==> config.mk <==
export PLATFORM = sky130hd
export DESIGN_NAME = instr_encoder_flat
export DESIGN_NICKNAME = d
export VERILOG_FILES = /design/src/rtl/instr_encoder_if.sv /design/src/rtl/instr_encoder.sv /design/src/flat_wrapper.sv
export SDC_FILE = /design/constraint.sdc
export NUM_CORES = 1
export LEC_CHECK = 0
export CAP_MARGIN = 20
export CORE_AREA = 2 2 87 89
export CTS_CLUSTER_DIAMETER = 100
export DETAILED_ROUTE_END_ITERATION = 7
export DIE_AREA = 0 0 89 91
export GPL_TIMING_DRIVEN = 0
export PLACE_DENSITY = 0.78
export SYNTH_ARGS = -nofsm -noshare
export SYNTH_HDL_FRONTEND = slang
export SYNTH_SLANG_ARGS = --single-unit
export TNS_END_PERCENT = 30
==> constraint.sdc <==
create_clock -name clk -period 1.7 [get_ports clk]
set_clock_uncertainty 0.1 [all_clocks]
set_input_delay 0.34 -clock clk [delete_from_list [all_inputs] [get_ports clk]]
set_output_delay 0.34 -clock clk [all_outputs]
set_load 0.02 [all_outputs]
==> src/rtl/instr_encoder_if.sv <==
// Request/response bundle between the loader front end and the encoder.
// The request side carries instruction fields; the response side carries
// the encoded word and its instruction-memory word address.
interface instr_encoder_if #(
  parameter int ADDR_WIDTH = 10
);
  logic                  in_valid;
  logic                  in_ready;
  logic [4:0]            in_op;
  logic [2:0]            in_funct3;
  logic                  in_arith;
  logic [4:0]            in_rd;
  logic [4:0]            in_rs1;
  logic [4:0]            in_rs2;
  logic [31:0]           in_imm;
  logic                  out_valid;
  logic                  out_ready;
  logic [31:0]           out_instr;
  logic [ADDR_WIDTH-1:0] out_addr;

  // Producer of requests and consumer of encoded words.
  modport master (
    output in_valid, in_op, in_funct3, in_arith, in_rd, in_rs1, in_rs2, in_imm,
    input  in_ready,
    input  out_valid, out_instr, out_addr,
    output out_ready
  );

  // The encoder itself.
  modport slave (
    input  in_valid, in_op, in_funct3, in_arith, in_rd, in_rs1, in_rs2, in_imm,
    output in_ready,
    output out_valid, out_instr, out_addr,
    input  out_ready
  );
endinterface

==> src/rtl/instr_encoder.sv <==
// Streaming RV32I instruction encoder: turns instruction fields into a
// 32-bit word tagged with a dense, wrapping word address. Bad requests are
// still consumed, emitted as NOP, and reported through a sticky error flag.
module instr_encoder #(
  parameter int          ADDR_WIDTH = 10,
  parameter int unsigned BASE_ADDR  = 0
) (
  input  logic                clk,
  input  logic                rst_n,
  instr_encoder_if.slave      bus,
  input  logic                clear,
  output logic                err,
  output logic [1:0]          err_code
);

  localparam logic [ADDR_WIDTH-1:0] BASE = ADDR_WIDTH'(BASE_ADDR);
  localparam logic [31:0]           NOP  = 32'h0000_0013;

  localparam logic [4:0] OPC_OP     = 5'b01100;
  localparam logic [4:0] OPC_OP_IMM = 5'b00100;
  localparam logic [4:0] OPC_LOAD   = 5'b00000;
  localparam logic [4:0] OPC_STORE  = 5'b01000;
  localparam logic [4:0] OPC_BRANCH = 5'b11000;
  localparam logic [4:0] OPC_JAL    = 5'b11011;
  localparam logic [4:0] OPC_JALR   = 5'b11001;
  localparam logic [4:0] OPC_LUI    = 5'b01101;
  localparam logic [4:0] OPC_AUIPC  = 5'b00101;

  localparam logic [1:0] ERR_NONE    = 2'b00;
  localparam logic [1:0] ERR_ILLEGAL = 2'b01;
  localparam logic [1:0] ERR_RANGE   = 2'b10;
  localparam logic [1:0] ERR_ALIGN   = 2'b11;

  logic                  out_valid_q;
  logic [31:0]           out_instr_q;
  logic [ADDR_WIDTH-1:0] addr_q;
  logic                  accept;
  logic                  fire;

  logic [4:0]  op;
  logic [2:0]  f3;
  logic        arith;
  logic [4:0]  rd;
  logic [4:0]  rs1;
  logic [4:0]  rs2;
  logic [31:0] imm;

  logic        i_fits;
  logic        b_fits;
  logic        j_fits;
  logic        illegal;
  logic        misaligned;
  logic        out_of_range;
  logic [31:0] raw_word;
  logic [31:0] enc_word;
  logic [1:0]  enc_code;

  assign op    = bus.in_op;
  assign f3    = bus.in_funct3;
  assign arith = bus.in_arith;
  assign rd    = bus.in_rd;
  assign rs1   = bus.in_rs1;
  assign rs2   = bus.in_rs2;
  assign imm   = bus.in_imm;

  // Sign-extension checks: the bits above each format's field must all
  // match the sign bit for the value to be representable.
  assign i_fits = (imm[31:11] == {21{imm[31]}});
  assign b_fits = (imm[31:12] == {20{imm[31]}});
  assign j_fits = (imm[31:20] == {12{imm[31]}});

  assign fire         = out_valid_q && bus.out_ready;
  assign bus.in_ready = !out_valid_q || bus.out_ready;
  assign accept       = bus.in_valid && bus.in_ready;

  assign bus.out_valid = out_valid_q;
  assign bus.out_instr = out_instr_q;
  assign bus.out_addr  = addr_q;

  // Build the instruction word for the requested format and classify any fault.
  always_comb begin
    raw_word     = NOP;
    illegal      = 1'b0;
    misaligned   = 1'b0;
    out_of_range = 1'b0;
    case (op)
      OPC_OP: begin
        illegal  = arith && (f3 != 3'b000) && (f3 != 3'b101);
        raw_word = {1'b0, arith, 5'b0, rs2, rs1, f3, rd, OPC_OP, 2'b11};
      end
      OPC_OP_IMM: begin
        if ((f3 == 3'b001) || (f3 == 3'b101)) begin
          illegal      = arith && (f3 == 3'b001);
          out_of_range = |imm[31:5];
          raw_word     = {1'b0, arith, 5'b0, imm[4:0], rs1, f3, rd, OPC_OP_IMM, 2'b11};
        end else begin
          out_of_range = !i_fits;
          raw_word     = {imm[11:0], rs1, f3, rd, OPC_OP_IMM, 2'b11};
        end
      end
      OPC_LOAD: begin
        illegal      = !(f3 inside {3'b000, 3'b001, 3'b010, 3'b100, 3'b101});
        out_of_range = !i_fits;
        raw_word     = {imm[11:0], rs1, f3, rd, OPC_LOAD, 2'b11};
      end
      OPC_STORE: begin
        illegal      = !(f3 inside {3'b000, 3'b001, 3'b010});
        out_of_range = !i_fits;
        raw_word     = {imm[11:5], rs2, rs1, f3, imm[4:0], OPC_STORE, 2'b11};
      end
      OPC_BRANCH: begin
        illegal      = (f3 == 3'b010) || (f3 == 3'b011);
        misaligned   = imm[0];
        out_of_range = !b_fits;
        raw_word     = {imm[12], imm[10:5], rs2, rs1, f3, imm[4:1], imm[11], OPC_BRANCH, 2'b11};
      end
      OPC_JAL: begin
        misaligned   = imm[0];
        out_of_range = !j_fits;
        raw_word     = {imm[20], imm[10:1], imm[11], imm[19:12], rd, OPC_JAL, 2'b11};
      end
      OPC_JALR: begin
        illegal      = (f3 != 3'b000);
        out_of_range = !i_fits;
        raw_word     = {imm[11:0], rs1, f3, rd, OPC_JALR, 2'b11};
      end
      OPC_LUI, OPC_AUIPC: begin
        out_of_range = |imm[11:0];
        raw_word     = {imm[31:12], rd, op, 2'b11};
      end
      default: begin
        illegal = 1'b1;
      end
    endcase

    if (illegal) begin
      enc_code = ERR_ILLEGAL;
    end else if (misaligned) begin
      enc_code = ERR_ALIGN;
    end else if (out_of_range) begin
      enc_code = ERR_RANGE;
    end else begin
      enc_code = ERR_NONE;
    end
    enc_word = (enc_code == ERR_NONE) ? raw_word : NOP;
  end

  // Single output register: load on acceptance, drop valid once drained.
  always_ff @(posedge clk or negedge rst_n) begin
    if (!rst_n) begin
      out_valid_q <= 1'b0;
      out_instr_q <= '0;
    end else if (accept) begin
      out_valid_q <= 1'b1;
      out_instr_q <= enc_word;
    end else if (fire) begin
      out_valid_q <= 1'b0;
    end
  end

  // Word-address counter advances per delivered word; clear takes priority.
  always_ff @(posedge clk or negedge rst_n) begin
    if (!rst_n) begin
      addr_q <= BASE;
    end else if (clear) begin
      addr_q <= BASE;
    end else if (fire) begin
      addr_q <= addr_q + 1'b1;
    end
  end

  // Sticky error: keep the first code; a new error in a clear cycle still lands.
  always_ff @(posedge clk or negedge rst_n) begin
    if (!rst_n) begin
      err      <= 1'b0;
      err_code <= ERR_NONE;
    end else if (accept && (enc_code != ERR_NONE)) begin
      err <= 1'b1;
      if (!err || clear) begin
        err_code <= enc_code;
      end
    end else if (clear) begin
      err      <= 1'b0;
      err_code <= ERR_NONE;
    end
  end

endmodule
==> src/flat_wrapper.sv <==
// flat-port wrapper written by rule: the top's interface ports become plain ports
module instr_encoder_flat 
#(
  parameter int          ADDR_WIDTH = 10,
  parameter int unsigned BASE_ADDR  = 0
)
  (clk, rst_n, clear, err, err_code, bus_in_valid, bus_in_op, bus_in_funct3, bus_in_arith, bus_in_rd, bus_in_rs1, bus_in_rs2, bus_in_imm, bus_in_ready, bus_out_valid, bus_out_instr, bus_out_addr, bus_out_ready);
  instr_encoder_if #(.ADDR_WIDTH(ADDR_WIDTH)) bus_i ();
  input  logic clk;
  input  logic rst_n;
  input  logic clear;
  output logic err;
  output logic [1:0] err_code;
  input wire logic [$bits(bus_i.in_valid)-1:0] bus_in_valid;
  input wire logic [$bits(bus_i.in_op)-1:0] bus_in_op;
  input wire logic [$bits(bus_i.in_funct3)-1:0] bus_in_funct3;
  input wire logic [$bits(bus_i.in_arith)-1:0] bus_in_arith;
  input wire logic [$bits(bus_i.in_rd)-1:0] bus_in_rd;
  input wire logic [$bits(bus_i.in_rs1)-1:0] bus_in_rs1;
  input wire logic [$bits(bus_i.in_rs2)-1:0] bus_in_rs2;
  input wire logic [$bits(bus_i.in_imm)-1:0] bus_in_imm;
  output wire logic [$bits(bus_i.in_ready)-1:0] bus_in_ready;
  output wire logic [$bits(bus_i.out_valid)-1:0] bus_out_valid;
  output wire logic [$bits(bus_i.out_instr)-1:0] bus_out_instr;
  output wire logic [$bits(bus_i.out_addr)-1:0] bus_out_addr;
  input wire logic [$bits(bus_i.out_ready)-1:0] bus_out_ready;
  assign bus_i.in_valid = bus_in_valid;
  assign bus_i.in_op = bus_in_op;
  assign bus_i.in_funct3 = bus_in_funct3;
  assign bus_i.in_arith = bus_in_arith;
  assign bus_i.in_rd = bus_in_rd;
  assign bus_i.in_rs1 = bus_in_rs1;
  assign bus_i.in_rs2 = bus_in_rs2;
  assign bus_i.in_imm = bus_in_imm;
  assign bus_in_ready = bus_i.in_ready;
  assign bus_out_valid = bus_i.out_valid;
  assign bus_out_instr = bus_i.out_instr;
  assign bus_out_addr = bus_i.out_addr;
  assign bus_i.out_ready = bus_out_ready;
  instr_encoder #(.ADDR_WIDTH(ADDR_WIDTH), .BASE_ADDR(BASE_ADDR)) u_core (.clk(clk), .rst_n(rst_n), .bus(bus_i), .clear(clear), .err(err), .err_code(err_code));
endmodule
==> results by group, run 1 <==
STA
  – Relative slew slack: 0.512
  – RSZ-0062 raised after global routing: yes
  – Worst Slack Setup Final: -0.590 ns
  – Part of the cycle the worst path needs: 1.35
  – Fin Hold WS: 0.298 ns
  – Final setup vio count: 33
  – Measured slew at the worst slew-check pin: 0.726 ns
  – Final Hold Viols: 0
  – Max-slew violations: 0
  – Fmax: 0.437 GHz
  – Clock period minus worst slack: ~2.3 ns

CTS
  – CTS root buffer: clkbuf_8
  – Clk pin slew, worst setup/hold paths: 0.09 ns
  – CTS tree: done
  – Clk sinks: 45
  – Inserted Clock Buffers: 5
  – H-Tree Depth: 2
  – Clock latency at the later pin of the worst-skew pair: 0.30 ns
  – Worst-case clock buffer depth: 2

Synth
  – Mapped Cells: 285
  – Ys Warns: 0
  – Synth Cell Area: 0.00277 mm2
  – Top cells by area, synth: dfrtp_1 (41%), a22o_1 (7.9%), a22o_2 (6.5%), nor2_1 (3.7%), nand2_1 (3.5%)
  – Share of the synthesized area in the top cell type: 0.407
  – Cell accounting for the most synthesized area: dfrtp_1
  – Register area share after synthesis: 0.407
  – Count leader, synth: dfrtp_1
  – Number of enable flip-flop cells after synthesis: 0
  – Syn_nets: 347
  – Ys flop type: dfrtp_1
  – #FFs+latches synth: 45
  – Post-synth top cells: dfrtp_1 (45), nor2_1 (27), nand2_1 (26), a22o_1 (25), a22o_2 (18)
  – Synth unique cells: 59
  – Asr flop ratio synth: 1.00
  – Mapped Avg Cell Area: 9.71 um2

Setup path
  – Worst reg2reg path endpoint: u_core.bus.out_instr[7]$_DFFE_PN0P_
  – Worst Path Arrival: between 2 and 2.5 ns
  – R2R cell count: 7
  – Worst-path maximum fanout: 7
  – Worst reg2reg startpoint: u_core.bus.out_valid$_DFFE_PN0P_
  – Worst EP required: approximately 1.9 ns
  – CP Launch Type: input port
  – CP Launch Point: bus_in_imm[15]
  – Critical path endpoint: u_core.bus.out_instr[7]$_DFFE_PN0P_
  – Crit end category: flip-flop
  – Register-to-register setup slack: -0.06 ns
  – Crit Path Class: in2reg

Power
  – Clock power frac: 0.372
  – Net Sw Power: 0.000762 W
  – Internal power: 0.00196 W
  – Sequential Power Share: 0.406
  – Maximum VDD drop: 0.000315 V
  – Switching share of power: 0.280
  – Logic pwr share: 0.222
  – Leak: 2.11 nW
  – Power per Cell Area: 607 mW/mm2

Floorplan
  – Chip width: 89 um
  – Cell Rows: 31
  – IO Count: 108
  – Initial Utilization: 0.388
  – Core box area: 0.00714 mm2
  – Die Y: 91 um
  – DIE AREA: 0.00810 mm2

Drt
  – Vias post-DR: approximately 3,000
  – Initial drt markers: roughly 300
  – DR WL/cell: 18.9 um
  – Overall routed net length: 9830 um
  – Via density: 5.82
  – DRC: 0
  – Post-route ant nets: 0
  – 1st-pass router iterations: 6

GRT
  – First-pass GRT wire length: roughly 16,000 um
  – Total grt overflow: 0
  – Initial antenna violation count: 0
  – Vias in the first global route: 3,070
  – Pin count of the biggest net entering global routing: 28
  – All-layer global routing usage: 0.244

Layout
  – Cell area after layout: 0.00449 mm2
  – Reg area: 0.00113 mm2
  – Area of the multi-input gates: 0.00173 mm2
  – Final #Nets: 482
  – FILL cells: 598
  – # diodes: 0
  – Final Util: 0.629
  – Synth-to-Final Area Change: 62.2%
  – Share of cells above drive strength 1: 0.285

Place
  – PortBufs: ~110
  – DP HPWL: about 6700 um
  – Post-DP Area: 0.00396 mm2
  – Gpl congestion: ~0.9
  – Place WS: -1.51 ns

Flow run
  – Max_cap viols: 0

Outcome
  – Violated checks: negative setup slack
  – Status: complete, but fails checks

Hold path
  – Worst hold-check path type: in2reg
  – Hold Crit Start: bus_in_imm[19]
## worst max-delay path: stages
cell,delay [ns]
buf_8,0.09
or4_4,0.53
o22a_4,0.26
o31ai_4,0.27
o311ai_4,0.17
nor4_4,0.31
buf_6,0.20
buf_4,0.14
a22o_2,0.11
## stage by stage
step                instances  total power [W]  setup TNS, ns
finish                    520          0.00272         -17.94
global route              520          0.00282         -19.15
CTS                       519          0.00270         -15.78
detailed placement        490          0.00166         -48.94
global placement          489          0.00165         -95.65
floorplan                 285          0.00136         -20.90
## registers in the layout, indices dropped and copies added (netlist names)
| name | flops |
|---|---|
| u_core.bus.out_addr | 10 |
| u_core.err_code | 2 |
| u_core.err | 1 |
| u_core.bus.out_valid | 1 |
| u_core.bus.out_instr | 31 |
## logic make-up (layout without fill, tap and decap cells)
family          after synthesis  after routing  synth area share
simple gates                114            114             0.217
buf+inv                      25            161            0.0556
fa+ha+maj                     1              1           0.00452
flops                        45             45             0.407
compound gates               92             92             0.290
xor+xnor                      8              8            0.0253
## routing by layer
metal	up-vias	global-route usage	wire length (um)
met5	-	0	0
met1	1466	0.328	4140
met2	166	0.394	4730
met3	27	0.0491	751
met4	0	0.0734	209
li1	1368	-	-
## cell usage in the layout (no fill, tap or decap), types with 3 or more instances in the layout
cell / Yosys / routed
clkbuf_8: 2 / 10
nor2b_1: 4 / 3
nand2b_1: 4 / 3
buf_6: 2 / 4
nor4_4: 1 / 4
a21oi_1: 9 / 7
nand4_1: 7 / 7
clkbuf_2: 0 / 7
nand2_2: 1 / 3
buf_4: 2 / 21
dlygate4sd2_1: 0 / 56
clkdlybuf4s15_1: 0 / 3
a222oi_1: 4 / 4
a22o_1: 25 / 25
nand2_1: 26 / 24
dfrtp_1: 45 / 44
nor2_1: 27 / 26
clkdlybuf4s50_1: 0 / 27
a32o_1: 3 / 3
a22o_2: 18 / 18
buf_2: 0 / 3
nor3_1: 6 / 4
dlymetal6s2s_1: 0 / 3
inv_1: 9 / 9
buf_8: 0 / 3
o21ai_0: 9 / 6
xor2_1: 7 / 7
nand3_1: 11 / 11
clkdlybuf4s15_2: 0 / 4
## how the worst min path moves through the flow
| stage | to | slack (ns) | cells past startpoint |
|---|---|---|---|
| final | u_core.bus.out_instr[19]$_DFFE_PN0P_ | 0.30 | 3 |
| after global routing | u_core.bus.out_instr[19]$_DFFE_PN0P_ | 0.29 | 3 |
| after CTS | u_core.bus.out_instr[19]$_DFFE_PN0P_ | 0.30 | 3 |
| after detailed placement | u_core.bus.out_instr[19]$_DFFE_PN0P_ | 0.20 | 1 |
| after global placement | u_core.bus.out_instr[1]$_DFFE_PN0P_ | 0.38 | 1 |
| after floorplan | u_core.bus.out_addr[0]$_DFFE_PN0P_ | -0.06 | 0 |
## what timing repair did
action / 4_1_cts / 5_1_grt
cloned: 2 / 0
setup endpoints to repair: 81 / 36
buffers inserted: 19 / 2
hold buffers: 1 / 0
gates resized for setup: 161 / 25
pin swaps: 30 / 21
endpoints found under the hold margin: 18 / 0
## layout make-up
type,instances,share of cell area
plain buffers,15,0.0354
clock buffers,5,0.0153
clock inverters,3,0.0153
inverters,9,0.00753
multi-input cells,215,0.384
flip-flops and latches,45,0.251
well taps,99,0.0276
repair buffers,129,0.263
## power groups by stage
stage                     clock [W]  combinational (W)  sequential (W)
after floorplan                   0           0.000214         0.00115
after global placement            0           0.000525         0.00113
after detailed placement          0           0.000534         0.00113
after CTS                   0.00101           0.000586         0.00111
after global routing        0.00106           0.000647         0.00111
final                       0.00101           0.000605         0.00111
(Power assumes the default switching activity.)
==> run 2, diff against run 1 <==
Settings changed: SKIP_CTS_REPAIR_TIMING set to 1.
==> run 2 against run 1 <==
Effect of this change: the run still ends with negative setup slack left; worst hold slack better by 0.0034 ns; die area is the same; clock power about the same; critical endpoint is now u_core.bus.out_instr[24]$_DFFE_PN0P_; cell count is 0.96% lower; highest routed layer unchanged.
==> results by group, run 2 (synthesized netlist as in run 1, its figures left out) <==
Outcome
  – Status: complete, but fails checks (unchanged)
  – Violated checks: negative setup slack (unchanged)

CTS
  – CTS tree: done (unchanged)
  – Inserted Clock Buffers: 5 (unchanged)
  – Clk pin slew, worst setup/hold paths: 0.09 ns (about the same)
  – CTS root buffer: clkbuf_8 (unchanged)
  – Clock latency at the later pin of the worst-skew pair: 0.31 ns (was 0.30 ns)
  – H-Tree Depth: 2 (unchanged)
  – Worst-case clock buffer depth: 2 (unchanged)
  – Clk sinks: 45 (unchanged)

STA
  – RSZ-0062 raised after global routing: yes (unchanged)
  – Relative slew slack: 0.533 (was 0.512)
  – Final Hold Viols: 0 (unchanged)
  – Worst Slack Setup Final: -0.610 ns (was -0.590 ns)
  – Measured slew at the worst slew-check pin: 0.694 ns (was 0.726 ns)
  – Part of the cycle the worst path needs: 1.36 (was 1.35)
  – Max-slew violations: 0 (unchanged)
  – Final setup vio count: 33 (unchanged)
  – Clock period minus worst slack: 2.31 ns (was 2.29 ns)
  – Fmax: 0.433 GHz (was 0.437 GHz)

GRT
  – All-layer global routing usage: 0.216 (was 0.244)
  – Met2 usage: 0.337 (was 0.394)
  – First-pass GRT wire length: 13,800 um (was 15,600 um)
  – Vias in the first global route: 2,746 (was 3,070)
  – Initial antenna violation count: 0 (unchanged)
  – Met1 Use GR: 0.302 (was 0.328)
  – GR Util met3: 0.0427 (was 0.0491)
  – Pin count of the biggest net entering global routing: 28 (unchanged)
  – GRT busiest layer: met2 (unchanged)
  – Total grt overflow: 0 (unchanged)

Setup path
  – Worst-path maximum fanout: 6 (was 7)
  – Worst EP required: 1.85 ns (about the same)
  – Slowest CP cell: or4_4 (unchanged)
  – Register-to-register setup slack: -0.20 ns (was -0.06 ns)
  – CP Buf/Inv Count: 3 (unchanged)
  – Cells along the critical path: buf_6, or4_4, o22a_4, o31ai_4, o311ai_4, nor4_4, buf_6, clkbuf_16, a22o_1 (was buf_8, or4_4, o22a_4, o31ai_4, o311ai_4, nor4_4, buf_6, buf_4, a22o_2)
  – Cell mode on critical path: buf_6
  – Crit Path Class: in2reg (unchanged)
  – Worst Path Arrival: 2.46 ns (was 2.44 ns)
  – Crit-path max cell delay: 0.53 ns (about the same)
  – CP Launch Type: input port (unchanged)
  – Crit end category: flip-flop (unchanged)
  – Top delay family on crit path: simple AND/OR/NAND/NOR gates (unchanged)

Layout
  – Area of the multi-input gates: 0.00166 mm2 (was 0.00173 mm2)
  – Final instance count without filler cells: 515 (was 520)
  – Reg area: 0.00113 mm2 (about the same)
  – FILL cells: 567 (was 598)
  – Share of cells above drive strength 1: 0.243 (was 0.285)
  – Most common cell after layout, fill and taps aside: dlymetal6s2s_1 (was dlygate4sd2_1)
  – Synth-to-Final Area Change: 67.3% (was 62.2%)
  – Final Util: 0.649 (was 0.629)
  – Max reg flops: 31 (unchanged)
  – Most frequent cells in the layout: dlymetal6s2s_1 (72), dfrtp_1 (45), clkdlybuf4s50_1 (27) (was dlygate4sd2_1 (56), dfrtp_1 (44), clkdlybuf4s50_1 (27))
  – Final #Nets: 476 (was 482)

Place
  – Post-placement cell count: 490 (unchanged)
  – DP HPWL: 6660 um (unchanged)
  – Place WS: -1.51 ns (unchanged)
  – Gpl congestion: 0.897 (unchanged)
  – PortBufs: 105 (unchanged)

Floorplan
  – Cell Rows: 31 (unchanged)
  – Die Y: 91 um (unchanged)
  – DIE AREA: 0.00810 mm2 (unchanged)
  – Chip width: 89 um (unchanged)
  – IO Count: 108 (unchanged)
  – Initial Utilization: 0.388 (unchanged)
  – Core box area: 0.00714 mm2 (unchanged)

Flow run
  – Max_cap viols: 0 (unchanged)

Power
  – Power per Cell Area: 584 mW/mm2 (was 607 mW/mm2)
  – Maximum VDD drop: 0.000314 V (was 0.000315 V)
  – Leak: 2.83 nW (was 2.11 nW)

Hold path
  – Worst hold-check path type: in2reg (unchanged)

Drt
  – Initial drt markers: 317 (was 294)
  – Post-route ant nets: 0 (unchanged)
  – DRC: 0 (unchanged)
  – 1st-pass router iterations: 5 (was 6)
  – Vias post-DR: 3,035 (was 3,027)
  – Overall routed net length: 9850 um (was 9830 um)
  – Via density: 5.89 (was 5.82)
  – DR WL/cell: 19.1 um (was 18.9 um)
-- run 2: cell types whose count changed in the layout (fill, tap and decap cells not counted), moves of 3 or more --
| cell | before | now |
|---|---|---|
| nor4_4 | 4 | 1 |
| clkdlybuf4s15_2 | 4 | 0 |
| dlymetal6s2s_1 | 3 | 72 |
| buf_4 | 21 | 15 |
| clkbuf_8 | 10 | 7 |
| clkdlybuf4s15_1 | 3 | 0 |
| dlygate4sd2_1 | 56 | 0 |
| nor4_2 | 2 | 6 |
-- run 2: worst register-to-register path: cells and delay by family, from the launching register on --
family | cells | cell delay, ns
AOI/OAI and AO/OA | 1 | 0.12
buffers and inverters | 2 | 0.37
and+or+nand+nor | 4 | 0.83
DFF | 1 | 0.45
-- run 2: final cells by class --
cell class,instances,area share
diodes,1,0.000541
plain buffers,15,0.0316
clock buffers,5,0.0149
clock inverters,3,0.0149
inverters,9,0.00730
multi-input cells,215,0.359
flip-flops and latches,45,0.243
well taps,99,0.0268
repair buffers,123,0.302
-- run 2: final timing paths --
kind,cells past startpoint,startpoint,end
setup / recovery,9,bus_in_imm[19],u_core.bus.out_instr[24]$_DFFE_PN0P_
hold reg to reg,1,u_core.bus.out_instr[1]$_DFFE_PN0P_,u_core.bus.out_instr[1]$_DFFE_PN0P_
max in group asynchronous,3,rst_n,u_core.bus.out_instr[1]$_DFFE_PN0P_
hold / removal,3,bus_out_ready,u_core.bus.out_addr[1]$_DFFE_PN0P_
setup reg to reg,7,u_core.bus.out_valid$_DFFE_PN0P_,u_core.bus.out_instr[24]$_DFFE_PN0P_
min in group asynchronous,2,rst_n,u_core.bus.out_instr[19]$_DFFE_PN0P_
-- run 2: per-layer routing --
layer / part of all wire / vias to the layer above
met1: 0.42 / 1479
met5: 0 / -
met4: 0.020 / 0
met3: 0.073 / 28
li1: - / 1365
met2: 0.49 / 163
-- run 2: report_power, final --
group	switching, W	leakage (nW)	internal [W]	total, W
Clock	0.000410	0.0688	0.000592	0.00100
Combinational	0.000312	2.15	0.000285	0.000597
Sequential	0.0000168	0.610	0.00109	0.00111
-- run 2: per-stage QoR --
step | TNS (ns) | hold slack (ns) | total power (W) | area [um2]
floorplan | -20.90 | -0.0556 | 0.00136 | 2770
finish | -17.96 | 0.302 | 0.00270 | 4630
global placement | -95.65 | 0.383 | 0.00165 | 3940
CTS | -39.55 | -0.129 | 0.00265 | 4100
global route | -19.32 | 0.309 | 0.00281 | 4630
detailed placement | -48.94 | 0.202 | 0.00166 | 3960
